<file path="config.mk">
export PLATFORM = sky130hd
export DESIGN_NAME = bcd_seq_conv
export DESIGN_NICKNAME = d
export VERILOG_FILES = /design/src/rtl/bcd_seq_conv.sv
export SDC_FILE = /design/constraint.sdc
export NUM_CORES = 1
export LEC_CHECK = 0
export CAP_MARGIN = 20
export CORE_ASPECT_RATIO = 1.2
export CORE_MARGIN = 2
export CORE_UTILIZATION = 40
export DETAILED_ROUTE_END_ITERATION = 8
export HOLD_SLACK_MARGIN = 0.05
export PLACE_DENSITY = 0.7
export REMOVE_ABC_BUFFERS = 1
export SYNTH_ARGS = -nofsm -noshare
export SYNTH_HDL_FRONTEND = slang
export SYNTH_SLANG_ARGS = --single-unit
</file>
<file path="constraint.sdc">
create_clock -name clk -period 1.6 [get_ports clk]
set_clock_uncertainty 0.05 [all_clocks]
set_input_delay 0.24 -clock clk [delete_from_list [all_inputs] [get_ports clk]]
set_output_delay 0.24 -clock clk [all_outputs]
set_load 0.05 [all_outputs]
</file>
<file path="src/rtl/bcd_seq_conv.sv">
// Sequential binary-to-BCD converter using shift-and-add-3 (double dabble),
// one bit per clock, with valid/ready handshakes on both the input and the result side.
module bcd_seq_conv #(
    parameter int BIN_WIDTH = 8,
    parameter int BCD_CNT   = 3
) (
    input  logic                   clk,
    input  logic                   rst,
    input  logic                   in_valid,
    output logic                   in_ready,
    input  logic [BIN_WIDTH-1:0]   bin_code,
    output logic                   out_valid,
    input  logic                   out_ready,
    output logic [BCD_CNT*4-1:0]   bcd_code,
    output logic                   ovf,
    output logic                   busy
);

    localparam int BCD_W = BCD_CNT * 4;
    localparam int CNT_W = $clog2(BIN_WIDTH + 1);
    localparam logic [CNT_W-1:0] LAST_CNT = CNT_W'(BIN_WIDTH - 1);
    localparam logic [63:0] LIMIT = 64'd10 ** BCD_CNT;

    typedef enum logic [1:0] {
        IDLE  = 2'd0,
        SHIFT = 2'd1,
        DONE  = 2'd2
    } state_t;

    state_t               state_q, state_d;
    logic [BCD_W-1:0]     acc_q, acc_d;
    logic [BIN_WIDTH-1:0] bin_q, bin_d;
    logic [CNT_W-1:0]     cnt_q, cnt_d;
    logic [BCD_W-1:0]     bcd_q, bcd_d;
    logic                 ovf_q, ovf_d;
    logic                 in_ready_q, in_ready_d;
    logic                 out_valid_q, out_valid_d;
    logic                 busy_q, busy_d;

    logic [BCD_W-1:0]     acc_adj;
    logic [BCD_W-1:0]     acc_shift;
    logic [BIN_WIDTH-1:0] bin_shift;

    // Handshake: a transfer happens on a rising edge where valid and ready are both high.
    always_comb begin
        acc_adj = acc_q;
        for (int i = 0; i < BCD_CNT; i++) begin
            if (acc_q[4*i +: 4] >= 4'd5) begin
                acc_adj[4*i +: 4] = acc_q[4*i +: 4] + 4'd3;
            end
        end
        // The bit leaving the top nibble is dropped, giving value mod 10**BCD_CNT.
        {acc_shift, bin_shift} = {acc_adj, bin_q} << 1;

        state_d = state_q;
        acc_d   = acc_q;
        bin_d   = bin_q;
        cnt_d   = cnt_q;
        bcd_d   = bcd_q;
        ovf_d   = ovf_q;

        case (state_q)
            IDLE: begin
                if (in_valid) begin
                    bin_d   = bin_code;
                    acc_d   = '0;
                    cnt_d   = '0;
                    ovf_d   = (64'(bin_code) >= LIMIT);
                    state_d = SHIFT;
                end
            end
            SHIFT: begin
                acc_d = acc_shift;
                bin_d = bin_shift;
                cnt_d = cnt_q + CNT_W'(1);
                if (cnt_q == LAST_CNT) begin
                    bcd_d   = acc_shift;
                    state_d = DONE;
                end
            end
            DONE: begin
                if (out_ready) begin
                    state_d = IDLE;
                end
            end
            default: state_d = IDLE;
        endcase

        in_ready_d  = (state_d == IDLE);
        out_valid_d = (state_d == DONE);
        busy_d      = (state_d != IDLE);
    end

    always_ff @(posedge clk) begin
        if (rst) begin
            state_q     <= IDLE;
            acc_q       <= '0;
            bin_q       <= '0;
            cnt_q       <= '0;
            bcd_q       <= '0;
            ovf_q       <= 1'b0;
            in_ready_q  <= 1'b1;
            out_valid_q <= 1'b0;
            busy_q      <= 1'b0;
        end else begin
            state_q     <= state_d;
            acc_q       <= acc_d;
            bin_q       <= bin_d;
            cnt_q       <= cnt_d;
            bcd_q       <= bcd_d;
            ovf_q       <= ovf_d;
            in_ready_q  <= in_ready_d;
            out_valid_q <= out_valid_d;
            busy_q      <= busy_d;
        end
    end

    assign in_ready  = in_ready_q;
    assign out_valid = out_valid_q;
    assign busy      = busy_q;
    assign bcd_code  = bcd_q;
    assign ovf       = ovf_q;

endmodule

</file>
### Yosys cells after proc, flatten, opt, wreduce, memory -nomap -nowiden

Cells that the tools add are included.

| word-level totals | value |
|---|---|
| register bits | 41 |
| input port bits | 12 |
| output and inout bits | 16 |
| logic and storage cells | 39 |

| cells by class | value |
|---|---|
| $add $sub $neg | 4 |
| order comparisons | 3 |
| equality and inequality tests | 5 |
| muxes and demuxes | 13 |
| reductions and logical operators | 6 |

Operators with widths:

| kind | number |
|---|---|
| $pmux 12 s2 | 1 |
| $pmux 8 s2 | 1 |
| $ge 4x3->1 const B | 3 |
| $mux 12 | 1 |
| $mux 4 | 3 |
| $add 4x2->4 const B | 2 |
| $mux 8 | 1 |
| $pmux 4 s2 | 1 |
| $mux 2 | 3 |
| $pmux 2 s3 | 1 |
| $add 4x1->4 const B | 1 |
| $eq 2x2->1 const B | 2 |
| $eq 4x3->1 const B | 1 |
| $logic_not 2->1 | 2 |
| $reduce_and 2->1 | 2 |
| $reduce_bool 2->1 | 2 |
| $add 3x2->3 const B | 1 |
| $mux 3 | 1 |
| $eq 2x1->1 const B | 1 |
| $ne 2x2->1 const B | 1 |

### Depth between registers and ports, before layout

| depth | value |
|---|---|
| word-level depth | 4 |
| mapped depth | 6 |
| mapped depth without buffers | 6 |

### Least setup slack after synthesis

No wires, ideal clock.

| timing | value |
|---|---|
| kind | reg-to-reg |
| start point | reg acc_q[4] |
| end point | reg bcd_q[6], in the netlist bcd_code[6] |
| data arrival time | 1.392 ns |
| slack | 0.083 ns |
| stages on the path, launching flop included | 7 |
| path buffers | 0 |
| period minus slack after synthesis | 1.517 ns |
| cell sequence | dfxtp_1 -> inv_1 -> ha_1 -> nand2b_1 -> a21oi_1 -> mux2_2 -> o22ai_1 |

| between the ends | value |
|---|---|
| longest elaborated chain between the ends | 2 |
| elaborated cells between the ends (all ways) | 3 |
| classes of those cells | add/sub (1); order compare (1); mux (1) |

Ends and longest elaborated chain:

| element | RTL line | source |
|---|---|---|
| start, declared | 31 | `logic [BCD_W-1:0] acc_q, acc_d;` |
| start signal, assigned | 97 | `acc_q <= '0;` |
| start signal, assigned | 107 | `acc_q <= acc_d;` |
| $add 4x2->4 / $ge 4x3->1 (equally long branches) | 49, 48 |  |
| $mux 4 * | 48 | `if (acc_q[4*i +: 4] >= 4'd5) begin` |
| end signal, assigned | 100 | `bcd_q <= '0;` |
| end signal, assigned | 110 | `bcd_q <= bcd_d;` |
| end, declared | 34 | `logic [BCD_W-1:0] bcd_q, bcd_d;` |

Every way passes the cells marked *; elsewhere a longest branch is shown, timed or not.
A chain may end at the register's enable or synchronous reset.

### Final worst setup path

| timing | value |
|---|---|
| start point | reg acc_q[1] |
| end point | reg bcd_q[2], in the netlist bcd_code[2] |

Same word-level chain as after synthesis.

==> impl_metrics.ini <==
[clock_tree]
clockRootBuffer = clkbuf_8
cts.sinks = 41
cts_hold_buf = 0
cts_tree = yes
cts_buffers = 5
postCtsSetupRepairBufs = 0
clk_pin_slew_ns = 0.08
clkLatencyLatePin_ns = 0.30
clockBufferDepth = 2
htree_levels = 2

[logic_synthesis]
synth_fa_ha_area_share_pct = 4.59
synth_area_sq_um = 1910
seq_area_frac_synth_pct = 43.0
synth.area.top_cells = dfxtp_1, nor2_1, a21oi_1
synth_cell_type_count = 33
avgSynthCellArea_sq_um = 8.88
synth_top_area_share_pct = 43.0
synthMuxAreaShare_pct = 2.88
synth_xor_area_share_pct = 1.38
synth_top_area_cell = dfxtp_1
netlist_instances = 215
yosysMostFrequentCell = dfxtp_1
async_reset_ff_share_pct = 0
synth_edf_count = 0
ys.flop_type = dfxtp_1
synth_seq_cells = 41
synth_warnings = 0
synth_compound_area_share_pct = 19.0
synth_top_family_by_area = simple AND/OR/NAND/NOR gates
synth-simple-area-share_pct = 22.0
yosys-top-cells-count = dfxtp_1, nor2_1, a21oi_1

[run]
cap_violations = 0

[pwr]
p_leak_nw = 0.935
powerDensity_nw_per_um2 = 837
ir_drop_v = 0.000416

[worst_hold_path]
min_path_cells = 2
worstHoldStart = bin_q[6]
hp-class = flop to flop
hold_end = bin_q[6]

[timing]
max_freq_mhz = 653
finalSetupViolations = 0
slew_violations = 0
period_minus_slack_ns = 1.53
min_period_over_period_pct = 95.7
hold_viol = 0

[detailed_routing]
viasPerCell = 5.19
routed_wl_mm = 4.03
drc_errors = 0
dr_total_vias = 1615
firstDrtPassIters = 5
drt-initial-drc-count = 68
ant_nets = 0
wl_per_cell_um = 13.0

[finish]
area_growth_pct = 26.2
fin_util_pct = 52.5
drive_above_1_share_pct = 26.5
nFillCells = 452
design_area_sq_um = 2410
fin_nets = 271
diodes = 0

[global_route]
grt_util_all_layers_pct = 16.4
grt_pass1_wl_mm = 6.67
grt_max_degree = 21
grt_pass1_vias = 1518
antenna_found_initial = 0
overflow = 0

[place]
hpwlAfterDp_mm = 2.84
io_buffers = 26
dpl_cell_area_sq_um = 2260
place.gp.congestion = 0.758

[setup_path]
r2r_end = bcd_code[2]
reg2regPathDepth = 6
crit_type = flop to flop
end_kind = flop
reg2reg_from = acc_q[1]
crit_fanout = 4
startpoint = acc_q[1]
required_ns = 1.77
regToRegSetupSlack_ns = 0.07
arrival_ns = 1.71
critPathLaunchType = flop

[die]
io_pins = 28
num_rows = 27
die_w_um = 67.1
die_h_um = 79.7
coreArea_sq_um = 4590
initial_core_util_pct = 41.6
die_area_sq_um = 5340

[run_status]
status = finished, final reports clean
-- cells by family after synthesis --
group           after synthesis
simple gates                 80
compound gates               54
flops                        41
buf+inv                      24
fa+ha+maj                     7
mux                           5
xor+xnor                      3
other cells                   1
-- where the power goes --
group / internal [mW] / switching, mW
Combinational: 0.0946 / 0.114
Sequential: 1.05 / 0.0157
Clock: 0.390 / 0.356
-- per-stage QoR --
stage	setup slack [ns]	power [mW]	instances	TNS, ns	hold slack (ns)
floorplan	-0.473	1.19	200	-5.99	0.255
global placement	0.00385	1.29	303	0	0.405
detailed placement	-0.0253	1.29	303	-0.0794	0.413
CTS	0.0303	2.04	311	0	0.426
global route	-0.0151	2.10	311	-0.0323	0.440
finish	0.0684	2.02	311	0	0.419
-- routing by layer --
metal  vias up  share of wire (%)  routed length [um]  global-route usage, %
li1        816                  -                   -                      -
met3         7                4.6                 185                   4.65
met4         0                1.6                  65                   6.12
met2        37                 50                2030                   27.3
met1       755                 43                1750                   19.7
met5         -                  0                   0                      0
-- registers in the layout, summed over array words and instances (netlist names) --
register   flops
bin_q          8
state_q        2
out_valid      1
in_ready       1
cnt_q          4
busy           1
bcd_code      12
acc_q         12
-- layout make-up --
type	count	area (sq um)	share of cell area, %
Multi-Input combinational cell	150	1000	41.5
Inverter	9	33.8	1.40
Sequential cell	41	823	34.2
Clock inverter	1	5.00	0.208
Clock buffer	7	96.3	4.00
Timing Repair Buffer	45	378	15.7
Tap cell	58	72.6	3.01
-- placed cells by master (no fill, tap or decap), types with 4 or more instances in the layout --
| cell type | Yosys | final |
|---|---|---|
| nor3_1 | 10 | 10 |
| nor2_1 | 34 | 34 |
| buf_4 | 2 | 33 |
| nor2b_1 | 8 | 8 |
| a21oi_1 | 21 | 18 |
| o32ai_1 | 5 | 5 |
| clkdlybuf4s50_1 | 0 | 11 |
| o22ai_1 | 6 | 5 |
| nand3_1 | 4 | 4 |
| nor3b_1 | 6 | 6 |
| inv_1 | 9 | 7 |
| a21oi_2 | 1 | 4 |
| nand2b_1 | 11 | 10 |
| a211oi_2 | 5 | 5 |
| dfxtp_1 | 41 | 39 |
| o21ai_0 | 8 | 7 |
| clkbuf_8 | 0 | 7 |
| ha_1 | 7 | 6 |
-- how the worst max path moves through the flow --
stage,end,slack [ns],cells past startpoint
floorplan,bcd_code[0],-0.47,4
global placement,cnt_q[3],0.004,5
detailed placement,state_q[0],-0.03,4
CTS,bcd_code[6],0.03,6
global route,bcd_code[6],-0.02,6
finish,bcd_code[2],0.07,6
-- critical path, stage by stage (launching register included) --
cell and delay, ns:
dfxtp_2 0.33, inv_1 0.08, ha_1 0.19, nand2b_1 0.16, a21oi_2 0.18, mux2_4 0.33, o22ai_1 0.15
-- repair_timing --
item                                    in CTS  in global routing
pin swaps                                    0                  3
endpoints found under the setup margin       3                 13
endpoints found under the hold margin        0                  0
gates resized for setup                      2                 14
Power figures use the tool's default switching activity.
